--- config.mk ---
export PLATFORM = sky130hd
export DESIGN_NAME = regfile_write_arbiter
export DESIGN_NICKNAME = d
export VERILOG_FILES = /design/src/rtl/regfile_pkg.sv /design/src/rtl/wb_sync_fifo.sv /design/src/rtl/regfile_write_arbiter.sv
export SDC_FILE = /design/constraint.sdc
export NUM_CORES = 1
export LEC_CHECK = 0
export ABC_AREA = 0
export BUFFER_PORTS_ARGS = -buffer_cell sky130_fd_sc_hd__buf_2
export CAP_MARGIN = 20
export CORE_MARGIN = 5
export CORE_UTILIZATION = 54
export CTS_CLUSTER_DIAMETER = 150
export DETAILED_ROUTE_END_ITERATION = 10
export PLACE_DENSITY = 0.8
export SETUP_SLACK_MARGIN = 0.3
export SLEW_MARGIN = 20
export SYNTH_ARGS = -nofsm -noshare
export SYNTH_HDL_FRONTEND = slang
export SYNTH_SLANG_ARGS = --single-unit
--- constraint.sdc ---
create_clock -name clk -period 5.3 [get_ports clk]
set_input_delay 0.795 -clock clk [delete_from_list [all_inputs] [get_ports clk]]
set_output_delay 0.795 -clock clk [all_outputs]
set_load 0.05 [all_outputs]
--- src/rtl/regfile_pkg.sv ---
// Shared register-file definitions: data width, register address width,
// the hard-wired zero register and the write-request record.
// Used by the register file, the forwarding unit and the write arbiter.
package regfile_pkg;

  localparam int XLEN       = 32;
  localparam int REG_ADDR_W = 5;

  localparam logic [REG_ADDR_W-1:0] ZERO_REG_ADDR = 5'd0;

  typedef struct packed {
    logic [REG_ADDR_W-1:0] rd;
    logic [XLEN-1:0]       data;
  } wr_req_t;

  // True when the destination is x0, which must never be written.
  function automatic logic is_zero_reg(input logic [REG_ADDR_W-1:0] rd);
    return (rd == ZERO_REG_ADDR);
  endfunction

endpackage

--- src/rtl/wb_sync_fifo.sv ---
// Small synchronous FIFO buffering port-B write-back results.
// DEPTH must be a power of two so the pointers wrap naturally.
// Pushes while full and pops while empty are ignored.
module wb_sync_fifo #(
  parameter int DEPTH = 2,
  parameter int WIDTH = 37,
  localparam int PTR_W = $clog2(DEPTH)
) (
  input  logic             clk,
  input  logic             rst,
  input  logic             push_i,
  input  logic             pop_i,
  input  logic [WIDTH-1:0] wdata_i,
  output logic [WIDTH-1:0] rdata_o,
  output logic             full_o,
  output logic             empty_o,
  output logic [PTR_W:0]   level_o
);

  logic [WIDTH-1:0] mem_q [DEPTH];
  logic [PTR_W-1:0] wr_ptr_q;
  logic [PTR_W-1:0] rd_ptr_q;
  logic [PTR_W:0]   level_q;
  logic             do_push_s;
  logic             do_pop_s;

  assign full_o    = (level_q == (PTR_W+1)'(DEPTH));
  assign empty_o   = (level_q == '0);
  assign level_o   = level_q;
  assign rdata_o   = mem_q[rd_ptr_q];
  assign do_push_s = push_i && !full_o;
  assign do_pop_s  = pop_i && !empty_o;

  // Storage, wrapping pointers and occupancy counter.
  always_ff @(posedge clk or posedge rst) begin
    if (rst) begin
      wr_ptr_q <= '0;
      rd_ptr_q <= '0;
      level_q  <= '0;
      for (int i = 0; i < DEPTH; i++) begin
        mem_q[i] <= '0;
      end
    end else begin
      if (do_push_s) begin
        mem_q[wr_ptr_q] <= wdata_i;
        wr_ptr_q        <= wr_ptr_q + PTR_W'(1);
      end
      if (do_pop_s) begin
        rd_ptr_q <= rd_ptr_q + PTR_W'(1);
      end
      case ({do_push_s, do_pop_s})
        2'b10:   level_q <= level_q + (PTR_W+1)'(1);
        2'b01:   level_q <= level_q - (PTR_W+1)'(1);
        default: level_q <= level_q;
      endcase
    end
  end

endmodule

--- src/rtl/regfile_write_arbiter.sv ---
// Write-side initiator for the integer register file's single write port.
// Port A (in-order ALU) and port B (LSU / mul-div, FIFO-buffered) share one
// registered write port; a busy bitmap tracks outstanding port-B writes.
// Optional build macro WB_BYPASS_EN: a port-B result arriving while the
// FIFO is empty and port A is idle is written directly, skipping the FIFO.
import regfile_pkg::*;

module regfile_write_arbiter #(
  parameter int XLEN         = regfile_pkg::XLEN,
  parameter int REG_DEPTH    = 32,
  parameter int B_FIFO_DEPTH = 2
) (
  input  logic                          clk,
  input  logic                          rst,
  input  logic                          a_valid,
  output logic                          a_ready,
  input  logic [4:0]                    a_rd,
  input  logic [XLEN-1:0]               a_data,
  input  logic                          b_valid,
  output logic                          b_ready,
  input  logic [4:0]                    b_rd,
  input  logic [XLEN-1:0]               b_data,
  input  logic                          claim_valid,
  input  logic [4:0]                    claim_rd,
  output logic                          we,
  output logic [4:0]                    rd_addr,
  output logic [XLEN-1:0]               rd_wdata,
  output logic [REG_DEPTH-1:0]          busy,
  output logic [$clog2(B_FIFO_DEPTH):0] b_level
);

  localparam int ENTRY_W = REG_ADDR_W + XLEN;

  logic [ENTRY_W-1:0]    fifo_head_s;
  logic                  fifo_full_s;
  logic                  fifo_empty_s;
  logic                  fifo_push_s;
  logic                  fifo_pop_s;
  logic                  bypass_s;
  logic                  grant_s;
  logic                  grant_b_s;
  logic [4:0]            grant_rd_s;
  logic [XLEN-1:0]       grant_data_s;
  logic                  we_d, we_q;
  logic [4:0]            rd_addr_q;
  logic [XLEN-1:0]       rd_wdata_q;
  logic [REG_DEPTH-1:0]  busy_d, busy_q;

`ifdef WB_BYPASS_EN
  assign bypass_s = fifo_empty_s && !a_valid && b_valid;
`else
  assign bypass_s = 1'b0;
`endif

  // A full FIFO takes priority over port A, so both ready signals track it.
  assign a_ready     = !fifo_full_s;
  assign b_ready     = !fifo_full_s;
  assign fifo_push_s = b_valid && b_ready && !bypass_s;

  wb_sync_fifo #(
    .DEPTH (B_FIFO_DEPTH),
    .WIDTH (ENTRY_W)
  ) u_b_fifo (
    .clk     (clk),
    .rst     (rst),
    .push_i  (fifo_push_s),
    .pop_i   (fifo_pop_s),
    .wdata_i ({b_rd, b_data}),
    .rdata_o (fifo_head_s),
    .full_o  (fifo_full_s),
    .empty_o (fifo_empty_s),
    .level_o (b_level)
  );

  // Priority arbitration: full FIFO, then port A, then FIFO head, then bypass.
  always_comb begin
    grant_s      = 1'b0;
    grant_b_s    = 1'b0;
    fifo_pop_s   = 1'b0;
    grant_rd_s   = ZERO_REG_ADDR;
    grant_data_s = '0;
    if (fifo_full_s) begin
      grant_s      = 1'b1;
      grant_b_s    = 1'b1;
      fifo_pop_s   = 1'b1;
      grant_rd_s   = fifo_head_s[ENTRY_W-1:XLEN];
      grant_data_s = fifo_head_s[XLEN-1:0];
    end else if (a_valid) begin
      grant_s      = 1'b1;
      grant_rd_s   = a_rd;
      grant_data_s = a_data;
    end else if (!fifo_empty_s) begin
      grant_s      = 1'b1;
      grant_b_s    = 1'b1;
      fifo_pop_s   = 1'b1;
      grant_rd_s   = fifo_head_s[ENTRY_W-1:XLEN];
      grant_data_s = fifo_head_s[XLEN-1:0];
    end else if (bypass_s) begin
      grant_s      = 1'b1;
      grant_b_s    = 1'b1;
      grant_rd_s   = b_rd;
      grant_data_s = b_data;
    end else begin
      grant_s      = 1'b0;
    end
  end

  // Grants to x0 complete the handshake but never pulse the write enable.
  assign we_d = grant_s && !is_zero_reg(grant_rd_s);

  // Scoreboard next state: port-B grant clears, a new claim sets and wins.
  always_comb begin
    busy_d = busy_q;
    if (grant_b_s && !is_zero_reg(grant_rd_s)) begin
      busy_d[grant_rd_s] = 1'b0;
    end else begin
      busy_d = busy_q;
    end
    if (claim_valid && !is_zero_reg(claim_rd)) begin
      busy_d[claim_rd] = 1'b1;
    end else begin
      busy_d[0] = 1'b0;
    end
    busy_d[0] = 1'b0;
  end

  // Registered write port and scoreboard; address/data only load on a write.
  always_ff @(posedge clk or posedge rst) begin
    if (rst) begin
      we_q       <= 1'b0;
      rd_addr_q  <= 5'd0;
      rd_wdata_q <= '0;
      busy_q     <= '0;
    end else begin
      we_q   <= we_d;
      busy_q <= busy_d;
      if (we_d) begin
        rd_addr_q  <= grant_rd_s;
        rd_wdata_q <= grant_data_s;
      end
    end
  end

  assign we       = we_q;
  assign rd_addr  = rd_addr_q;
  assign rd_wdata = rd_wdata_q;
  assign busy     = busy_q;

endmodule

==> metrics.md <==
| Metric | Value |
|---|---|
| Status | `finished clean` |
| Top cell type's share of synthesized area | `52.1%` |
| Peak supply drop | `0.000445 V` |
| Total gr overflow | `0` |
| Row Count | `41` |
| PD cells | `779 nW/um2` |
| # fillers | `1,018` |
| Area leader, netlist | `dfrtp_1` |
| Mapped Area | `7060 um2` |
| Core Footprint | `12,700 um2` |
| EDFF count, synth | `0` |
| Main synth FF type | `dfrtp_1` |
| Final Critical Period | `3.17 ns` |
| Via count of the first global-routing pass | `5,758` |
| Dominant cell by count in the synthesized netlist | `dfrtp_1` |
| Gpl congestion | `0.803` |
| Ys Warns | `0` |
| Worst EP required | `5.60 ns` |
| Die Ht | `124 um` |
| Async SR Flop Fraction | `100%` |
| First-pass GRT wire length | `29,000 um` |
| Initial antenna violation count | `0` |
| Final Hold Viols | `0` |
| Synth unique cells | `41` |
| GRT Overall Usage | `23.0%` |
| Crit path DAT | `3.48 ns` |
| I/O Pins | `158` |
| Top cells by area, synth | `dfrtp_1 (52%), mux2_2 (15%), mux2i_1 (5.2%)` |
| Initial Util | `55.5%` |
| Kind of critical path | `reg -> reg` |
| DP Worst Slack | `2.12 ns` |
| Clock transition at path regs | `0.06 ns` |
| Clock skew | `0.00767 ns` |
| Die footprint | `15,500 um2` |
| Maxcap violations | `0` |
| RSZ-0062 raised after global routing | `no` |
| Post-Syn Area per Cell | `11.9 um2` |
| CTS Root Cell | `clkbuf_16` |
| DPL Wire Length | `11,700 um` |
| Antenna diodes | `0` |
| DRC | `0` |
| Via density | `5.96` |
| Via count | `5,456` |
| Max FO, Critical Path | `40` |
| WL final | `17,700 um` |
| Final Net Count | `818` |
| Fin crit share | `59.9%` |
| Cells after synthesis | `595` |
| Slew Viols, Final | `0` |
| Die width | `124 um` |
| Clk sinks | `147` |
| Area delta synth->final | `19.6%` |
| Largest net degree at the start of global routing | `105` |
| Final cell utilization of the core | `66.4%` |
| Final Worst Setup Slack | `2.13 ns` |
| Fmax | `315 MHz` |
| Min-Delay Path Class | `reg -> reg` |
| CTS buffer count | `17` |
| Crit path capture type | `flip-flop` |
| Layout cell share with drive strength beyond 1 | `41.0%` |
| CTS tree | `done` |
| Htree depth | `4` |
| Hold Worst Slack | `0.505 ns` |
| # Post-CTS Setup Buffers | `0` |
| Syn Nets | `680` |
| Buffer depth of the longest clock path | `2` |
| Lkg Pwr | `3.90 nW` |
| Worst-margin pin slew | `1.05 ns` |
| Post-CTS resize count | `0` |
| Startpoint Class | `flip-flop` |
| Setup violators final | `0` |
| Seq cells post-synth | `147` |
| Post-route ant nets | `0` |
| Buffers on Ports | `156` |
| Most frequent cells after synthesis | `dfrtp_1 (147), mux2_2 (92), nand2_1 (71)` |
| Wire per inst | `19.3 um` |
| Total negative setup slack | `0 ns` |
| Iter 0 DRT Violations | `413` |
| Slew margin rel. | `30.1%` |
| Register area share after synthesis | `52.1%` |
| 1st-pass router iterations | `7` |
| Clock Latency Late Sink | `0.42 ns` |
| Hold-fix buffers, CTS | `0` |
## area by class of cell
class,instances,area (um2),share of cell area (%)
clock buffer,23,448,5.31
clock inverter,7,85.1,1.01
inverter,9,38.8,0.459
multi-input combinational,394,3120,36.9
sequential,147,3680,43.6
tap,172,215,2.55
timing repair buffer,164,858,10.2
## power breakdown
group / switching, W / internal, W
Sequential: 0.000394 / 0.00171
Combinational: 0.00216 / 0.00121
Clock: 0.000428 / 0.000682
## worst paths after layout
| check | from | endpoint | slack (ns) | cells after the start |
|---|---|---|---|---|
| worst min-delay path | rd_wdata[0] | rd_wdata[0] | 0.50 | 1 |
| max in group asynchronous | rst | u_b_fifo.rd_ptr_q | 3.54 | 3 |
| min in group asynchronous | rst | rd_wdata[10] | 0.59 | 2 |
| worst max-delay path | u_b_fifo.level_o[0] | rd_wdata[0] | 2.13 | 8 |
| worst min register to register | rd_wdata[0] | rd_wdata[0] | 0.50 | 1 |
| worst max register to register | u_b_fifo.level_o[0] | rd_wdata[0] | 2.13 | 8 |
## sequential cells by signal, summed over array words and instances, names as in the netlist
signal / flops
we: 1
rd_addr: 5
u_b_fifo.wr_ptr_q: 1
u_b_fifo.rd_ptr_q: 1
rd_wdata: 32
busy: 31
u_b_fifo.level_o: 2
u_b_fifo.mem_q: 74
## cells in the final DEF, fill, tap and decap left out, types with 7 or more instances in the layout
cell,synthesis,layout
buf_2,9,157
clkbuf_16,0,17
dfrtp_1,147,146
mux2_2,92,92
mux2_4,14,14
mux2i_1,37,37
nand2_1,71,71
nand3_1,8,7
o21ai_0,69,69
o221ai_1,31,31
o41ai_1,31,31
## metrics by stage
stage,area [um2],total power [W],cells
floorplan,7060,0.00472,595
global placement,7880,0.00529,884
detailed placement,7880,0.00544,884
CTS,8410,0.00658,914
global route,8440,0.00693,916
finish,8440,0.00658,916
## layer usage
layer	global-route usage (%)	wire length, um	vias to the layer above
met4	8.77	289	0
li1	-	-	2479
met5	0	0	-
met1	30.0	7380	2716
met2	37.0	8800	239
met3	6.26	1210	22
## critical path, cell delays in order (launching register included)
cell and delay (ns):
dfrtp_1 0.32, buf_4 0.41, nor2b_4 0.12, inv_2 0.60, nand2_2 0.20, a22o_1 0.47
nand4_1 0.21, buf_4 0.34, mux2_2 0.37
## kinds of logic after synthesis
group           share of synthesized area, %
compound gates                          13.9
xor+xnor                               0.620
mux                                     22.9
other cells                           0.0531
flops                                   52.1
buf+inv                                 3.93
simple gates                            6.31
fa+ha+maj                              0.177
Power figures use the tool's default switching activity.
